### src/rtl/dmem_arbiter.sv
// dmem_arbiter: shares the single-port DataMemo between the pipeline MEM stage
// and an external loader/debug port. The pipeline has priority. A starvation
// counter gives the loader a bounded forced window, during which a competing
// pipeline access is stalled.
// Ports:
//   clk, reset (async, active-low)
//   pipe_rd/pipe_wr/pipe_addr/pipe_wdata  MEM-stage request
//   pipe_rdata (comb), pipe_stall (comb)  MEM-stage response / hold
//   ld_req/ld_we/ld_addr/ld_wdata         loader request
//   ld_gnt (comb), ld_rvalid/ld_rdata (registered, 1-cycle read latency)
//   MemRd/MemWr_final/Address/Data_in     to DataMemo
//   Data_out                              from DataMemo (combinational read)
module dmem_arbiter #(
  parameter int unsigned MAX_WAIT  = 4,
  parameter int unsigned FORCE_LEN = 2,
  parameter int unsigned DW        = 32
) (
  input  logic          clk,
  input  logic          reset,
  input  logic          pipe_rd,
  input  logic          pipe_wr,
  input  logic [DW-1:0] pipe_addr,
  input  logic [DW-1:0] pipe_wdata,
  output logic [DW-1:0] pipe_rdata,
  output logic          pipe_stall,
  input  logic          ld_req,
  input  logic          ld_we,
  input  logic [DW-1:0] ld_addr,
  input  logic [DW-1:0] ld_wdata,
  output logic          ld_gnt,
  output logic          ld_rvalid,
  output logic [DW-1:0] ld_rdata,
  output logic          MemRd,
  output logic          MemWr_final,
  output logic [DW-1:0] Address,
  output logic [DW-1:0] Data_in,
  input  logic [DW-1:0] Data_out
);

  localparam int unsigned WCW = $clog2(MAX_WAIT) + 1;
  localparam int unsigned FCW = $clog2(FORCE_LEN) + 1;

  typedef enum logic {ST_PIPE, ST_FORCE} state_t;

  state_t         state;
  logic [WCW-1:0] wait_cnt;
  logic [FCW-1:0] force_cnt;
  logic           pipe_act;

  assign pipe_act = pipe_rd | pipe_wr;

  // Grant, stall and memory mux; everything forced to zero while in reset.
  always_comb begin
    ld_gnt      = 1'b0;
    pipe_stall  = 1'b0;
    MemRd       = 1'b0;
    MemWr_final = 1'b0;
    Address     = '0;
    Data_in     = '0;
    pipe_rdata  = '0;
    if (reset) begin
      if (state == ST_FORCE) begin
        ld_gnt     = ld_req;
        pipe_stall = ld_req & pipe_act;
      end else begin
        ld_gnt     = ld_req & ~pipe_act;
      end
      if (ld_gnt) begin
        MemRd       = ~ld_we;
        MemWr_final = ld_we;
        Address     = ld_addr;
        Data_in     = ld_wdata;
      end else begin
        MemRd       = pipe_rd;
        MemWr_final = pipe_wr;
        Address     = pipe_addr;
        Data_in     = pipe_wdata;
        pipe_rdata  = Data_out;
      end
    end
  end

  // Arbitration state, starvation/window counters and loader read return.
  always_ff @(posedge clk or negedge reset) begin
    if (!reset) begin
      state     <= ST_PIPE;
      wait_cnt  <= '0;
      force_cnt <= '0;
      ld_rvalid <= 1'b0;
      ld_rdata  <= '0;
    end else begin
      if (ld_gnt && !ld_we) begin
        ld_rvalid <= 1'b1;
        ld_rdata  <= Data_out;
      end else begin
        ld_rvalid <= 1'b0;
      end

      case (state)
        ST_PIPE: begin
          if (ld_req && pipe_act) begin
            if (wait_cnt == WCW'(MAX_WAIT - 1)) begin
              state     <= ST_FORCE;
              wait_cnt  <= '0;
              force_cnt <= '0;
            end else begin
              wait_cnt <= wait_cnt + WCW'(1);
            end
          end else begin
            wait_cnt <= '0;
          end
        end
        ST_FORCE: begin
          // Window ends early when the loader lets go, or after FORCE_LEN cycles.
          if (!ld_req || force_cnt == FCW'(FORCE_LEN - 1)) begin
            state <= ST_PIPE;
          end else begin
            force_cnt <= force_cnt + FCW'(1);
          end
        end
        default: state <= ST_PIPE;
      endcase
    end
  end

endmodule

### config.mk
export PLATFORM = sky130hd
export DESIGN_NAME = dmem_arbiter
export DESIGN_NICKNAME = d
export VERILOG_FILES = /design/src/rtl/dmem_arbiter.sv
export SDC_FILE = /design/constraint.sdc
export NUM_CORES = 1
export LEC_CHECK = 0
export CAP_MARGIN = 20
export CORE_AREA = 2 2 117 119
export DETAILED_ROUTE_END_ITERATION = 16
export DIE_AREA = 0 0 119 121
export GPL_TIMING_DRIVEN = 0
export REMOVE_ABC_BUFFERS = 1
export SLEW_MARGIN = 20
export SYNTH_ARGS = -nofsm -noshare
export SYNTH_HDL_FRONTEND = slang
export SYNTH_SLANG_ARGS = --single-unit
### constraint.sdc
create_clock -name clk -period 1.9 [get_ports clk]
set_input_delay 0.285 -clock clk [delete_from_list [all_inputs] [get_ports clk]]
set_output_delay 0.285 -clock clk [all_outputs]
set_load 0.01 [all_outputs]
# After elaboration in Yosys (flattened, before gate mapping)

Cells that the tools add are included.

Logic and storage cells: 50
Bits of input ports: 166
Register bits after elaboration: 39

Reduce and logical (&&, ||, !) cells: 6
Bitwise operators: 6
Multiplexer cells: 26
$add $sub $neg: 2
Eq/ne operators: 5

Operators with widths:

| kind                  | number |
|---|---|
| $mux W32              | 6 |
| $mux W1               | 13 |
| $mux W2               | 3 |
| $mux W3               | 2 |
| $ne A2 B2 Y1 const B  | 3 |
| $pmux W2 S2           | 1 |
| $add A3 B1 Y3 const B | 1 |
| $eq A3 B2 Y1 const B  | 1 |
| $not A1 Y1            | 3 |
| $reduce_and A3 Y1     | 1 |
| $add A2 B1 Y2 const B | 1 |
| $and A1 B1 Y1         | 2 |
| $eq A2 B1 Y1 const B  | 1 |
| $logic_and A1 B1 Y1   | 2 |
| $logic_not A1 Y1      | 2 |
| $pmux W1 S2           | 1 |
| $logic_or A1 B1 Y1    | 1 |
| $or A1 B1 Y1          | 1 |

# Depth between registers and ports, before layout

Depth in word-level cells: 8
Mapped depth: 7

# Least setup slack after synthesis

Ideal clock, no wire load.

Kind: register to output
Start point: register state
End point: output Data_in[14]
Data arrival time: 1.391 ns
Setup slack: 0.224 ns
Stages on the path, launching flop included: 8
Cells stage by stage: dfrtp_1 buf_4 o21ba_4 o21a_1 buf_2 buf_6 buf_6 a22o_1

Longest elaborated chain between the ends: 4

RTL lines:

| what                     | line | source |
|---|---|---|
| start: declaration       | 45   | `state_t state;` |
| start signal: assignment | 86   | `state <= ST_PIPE;` |
| start signal: assignment | 103  | `state <= ST_FORCE;` |
| start signal: assignment | 116  | `state <= ST_PIPE;` |
| $mux W1                  | 62   | `if (state == ST_FORCE) begin` |
| $mux W1                  | 61   | `if (reset) begin` |
| $mux W32                 | 68   | `if (ld_gnt) begin` |
| $mux W32                 | 61   |  |
| end: declaration         | 36   | `output logic [DW-1:0] Data_in,` |

No other way between the ends. The select of a mux whose other input is x is not followed.

# Worst setup path after layout

Start point: register state
End point: output Address[11]

Longest elaborated chain between the ends: 4

RTL lines:

| what             | line | source |
|---|---|---|
| $mux W1          | 62   |  |
| $mux W1          | 61   |  |
| $mux W32         | 68   |  |
| $mux W32         | 61   |  |
| end: declaration | 35   | `output logic [DW-1:0] Address,` |

No other way between the ends. The select of a mux whose other input is x is not followed.

==> impl_summary.txt <==
----------------------------------------------------
[Clock tree]
  H-tree lvl count ... 2
  CTS tree ... done
  Number of buffers added by the clock tree synthesis step ... 5
  Cell chosen for the clock root ... sky130_fd_sc_hd__clkbuf_16
  Clock Pin Slew Worst Setup and Hold Paths ... 60 ps
  Number of clock sinks seen by CTS ... 39
  CTS max path bufs ... 2
  Clock latency reported for the late side of the worst-skew pair ... 270 ps

[Synthesis]
  Cell type contributing the most total cell area after synthesis ... sky130_fd_sc_hd__dfrtp_1
  Sequential fraction of the synthesis area ... 0.400
  Share of the synthesized area in the top cell type ... 0.400
  Synthesis Warnings ... 0
  Most used flip-flop cell after synthesis ... sky130_fd_sc_hd__dfrtp_1
  Ys async rst share ... 1.00
  Total of flip-flops plus latches after synthesis ... 39
  Cells after synthesis ... 219
  Synthesized area per cell ... 11.2 um2
  Count of unique library cells instantiated by Yosys ... 26
  Leading post-synthesis cells by cell area ... sky130_fd_sc_hd__dfrtp_1, sky130_fd_sc_hd__a22o_1, sky130_fd_sc_hd__mux2_2
  Cell area after synthesis ... 2440 um2
  Number of enable-type register cells in the synthesized netlist ... 0

[Timing]
  Final Cycle Share ... 1.12
  TNS Setup ... -9580 ps
  Unrepaired setup endpoints after global routing ... true
  Number of max-slew violations in the final report ... 0
  Largest clock skew in the final design ... 2.30 ps
  Time the worst path needs with I/O delays and setup ... 2130 ps
  Final setup violation count ... 98
  Final hold vios ... 0
  Slew margin rel. ... 0.562
  Transition time at the pin with the least slew margin ... 655 ps
  Setup WS post-layout ... -227 ps
  Maximum clock rate ... 470 MHz
  Worst-case hold slack ... 59.8 ps

[Floorplanning]
  Die height ... 121 um
  Row count ... 42
  Total core area ... 13,100 um2
  Effective utilization at floorplan ... 0.187
  Die outline width ... 119 um
  Number of top-level pins ... 299
  Total Die Area ... 14,400 um2

[Hold path]
  Hold Path Class ... in2async

[Outcome]
  Failing checks ... negative setup slack
  Outcome ... complete, but fails checks

[Power and ir drop]
  Overall power ... 0.00374 W
  P_leak ... 2.87 nW
  Largest vdd supply drop ... 0.000383 V
  Power Dens Cells ... 598 nW/um2

[Final layout]
  Synthesis-to-finish area growth ... 156%
  Commonest non-fill, non-tap cell in the layout ... sky130_fd_sc_hd__clkdlybuf4s50_1
  Core Util, Final ... 0.477
  Count of antenna diodes in the layout ... 0
  Fraction of layout instances using a drive strength above 1 ... 0.353
  Number of nets at the end of the flow ... 710
  Fillers ... 1,254
  Commonest cells after routing, fill and taps aside ... sky130_fd_sc_hd__clkdlybuf4s50_1, sky130_fd_sc_hd__a22o_1, sky130_fd_sc_hd__buf_2

[Global routing]
  Largest net degree at the start of global routing ... 18
  Global-route wire length before repair ... 21,200 um
  Grt ovf ... 0
  All-Layer GR Usage ... 0.200
  Via count of the first global-routing pass ... 3,278
  Antenna violations before repair ... 0

[Placed design]
  Weighted congestion reported at the end of routability-driven placement ... 0.824
  HPWL reported at the end of detailed placement ... 10,900 um
  Worst-case setup slack after placement ... -1040 ps
  Number of buffer cells added on primary ports ... 298

[Setup path]
  Worst Path Max Fanout ... 7
  Largest stage delay, worst path ... 370 ps
  Critical path cell sequence ... o21ba_4 -> o21a_4 -> buf_6 -> clkbuf_16 -> buf_12 -> a22o_1 -> buf_2
  Critical setup path kind ... reg2out
  Nature of the critical path endpoint ... output port
  Setup slack, reg-to-reg ... 240 ps
  WP data arrival ... 1840 ps
  Kind of start point of the critical path ... flip-flop
  Endpoint of the most critical register-to-register path ... ld_rdata[15]$_DFFE_PN0P_
  Critical path required time ... 1620 ps
  Launching point of the worst reg2reg path ... state$_DFF_PN0_
  R2R depth ... 4
  Slowest-stage cell, CP ... sky130_fd_sc_hd__dfrtp_2

[Run]
  Max_cap viols ... 0

[Drt]
  DRT antenna net count ... 0
  Iter 0 DRT Violations ... 100
  Routed wire length ... 15,900 um
  Detailed-routing iteration count for the pre-antenna-repair pass ... 4
  Via-to-Cell Ratio ... 4.52
  Routed wire length per instance ... 22.1 um
  DRC ... 0
  Via Count ... 3,243

----------------------------------------------------
[critical path, delay by kind of cell (launching register included)]
family	cells	cell delay, ps
AOI/OAI and AO/OA	3	620
buffers and inverters	4	570
DFF	1	370
[what timing repair did]
item / in CTS / in global routing
gates cloned: 12 / 6
resized for setup: 409 / 81
hold buffers: 2 / 0
endpoints found under the hold margin: 13 / 0
pin swaps: 28 / 42
setup endpoints to repair: 100 / 100
buffers inserted: 16 / 2
[stage by stage]
step | cell area [um2] | cells
final | 6250 | 717
after global routing | 6250 | 717
after CTS | 6060 | 713
after detailed placement | 5640 | 677
after global placement | 5500 | 671
after floorplan | 2300 | 197
[where the power goes]
group	switching (W)	leakage (nW)	total, W	internal [W]
Clock	0.000297	0.0628	0.000769	0.000472
Sequential	0.0000973	0.484	0.00113	0.00103
Combinational	0.000676	2.32	0.00184	0.00116
Total	0.00107	2.87	0.00374	0.00267
[layout make-up]
cell class | instances | area [um2] | area share
Multi-Input combinational cell | 156 | 1400 | 0.224
Tap cell | 176 | 220 | 0.0353
Sequential cell | 39 | 977 | 0.156
Inverter | 3 | 11.3 | 0.00180
Clock buffer | 6 | 129 | 0.0206
Timing Repair Buffer | 337 | 3510 | 0.562
[flip-flops by register name, indices dropped and copies added (netlist names)]
signal and flops:
ld_rdata 32, force_cnt 2, state 1, ld_rvalid 1, wait_cnt 3
[cells in the mapped netlist, types with 2 or more instances]
master,n
sky130_fd_sc_hd__a21o_1,2
sky130_fd_sc_hd__a22o_1,65
sky130_fd_sc_hd__and2_1,32
sky130_fd_sc_hd__buf_2,10
sky130_fd_sc_hd__buf_6,6
sky130_fd_sc_hd__clkbuf_1,5
sky130_fd_sc_hd__dfrtp_1,39
sky130_fd_sc_hd__ha_1,2
sky130_fd_sc_hd__inv_1,3
sky130_fd_sc_hd__mux2_1,12
sky130_fd_sc_hd__mux2_2,20
sky130_fd_sc_hd__nand2_1,5
sky130_fd_sc_hd__nor2_1,3
sky130_fd_sc_hd__o21a_1,2
sky130_fd_sc_hd__o21ai_0,2
[routing by layer]
| layer | wire length (um) | share of wire | global-route usage |
|---|---|---|---|
| met1 | 6130 | 0.39 | 0.238 |
| met2 | 8510 | 0.54 | 0.371 |
| met3 | 929 | 0.059 | 0.0390 |
| met4 | 297 | 0.019 | 0.0454 |
| met5 | 0 | 0 | 0 |
[worst max path at each step]
stage,slack [ps],from,cells after the start,end
after floorplan,-1610,state$_DFF_PN0_,3,Address[0]
after global placement,-5240,reset,5,Data_in[6]
after detailed placement,-1040,reset,8,Data_in[6]
after CTS,-240,state$_DFF_PN0_,7,Data_in[20]
after global routing,-280,state$_DFF_PN0_,7,Data_in[27]
final,-230,state$_DFF_PN0_,7,Address[11]
[kinds of logic after synthesis]
family	after synthesis	synth area share
AOI/OAI and AO/OA	74	0.262
adders and majority gates	2	0.0102
buffers and inverters	25	0.0635
DFF	39	0.400
muxes	32	0.148
and+or+nand+nor	47	0.117
(Power assumes the default switching activity.)
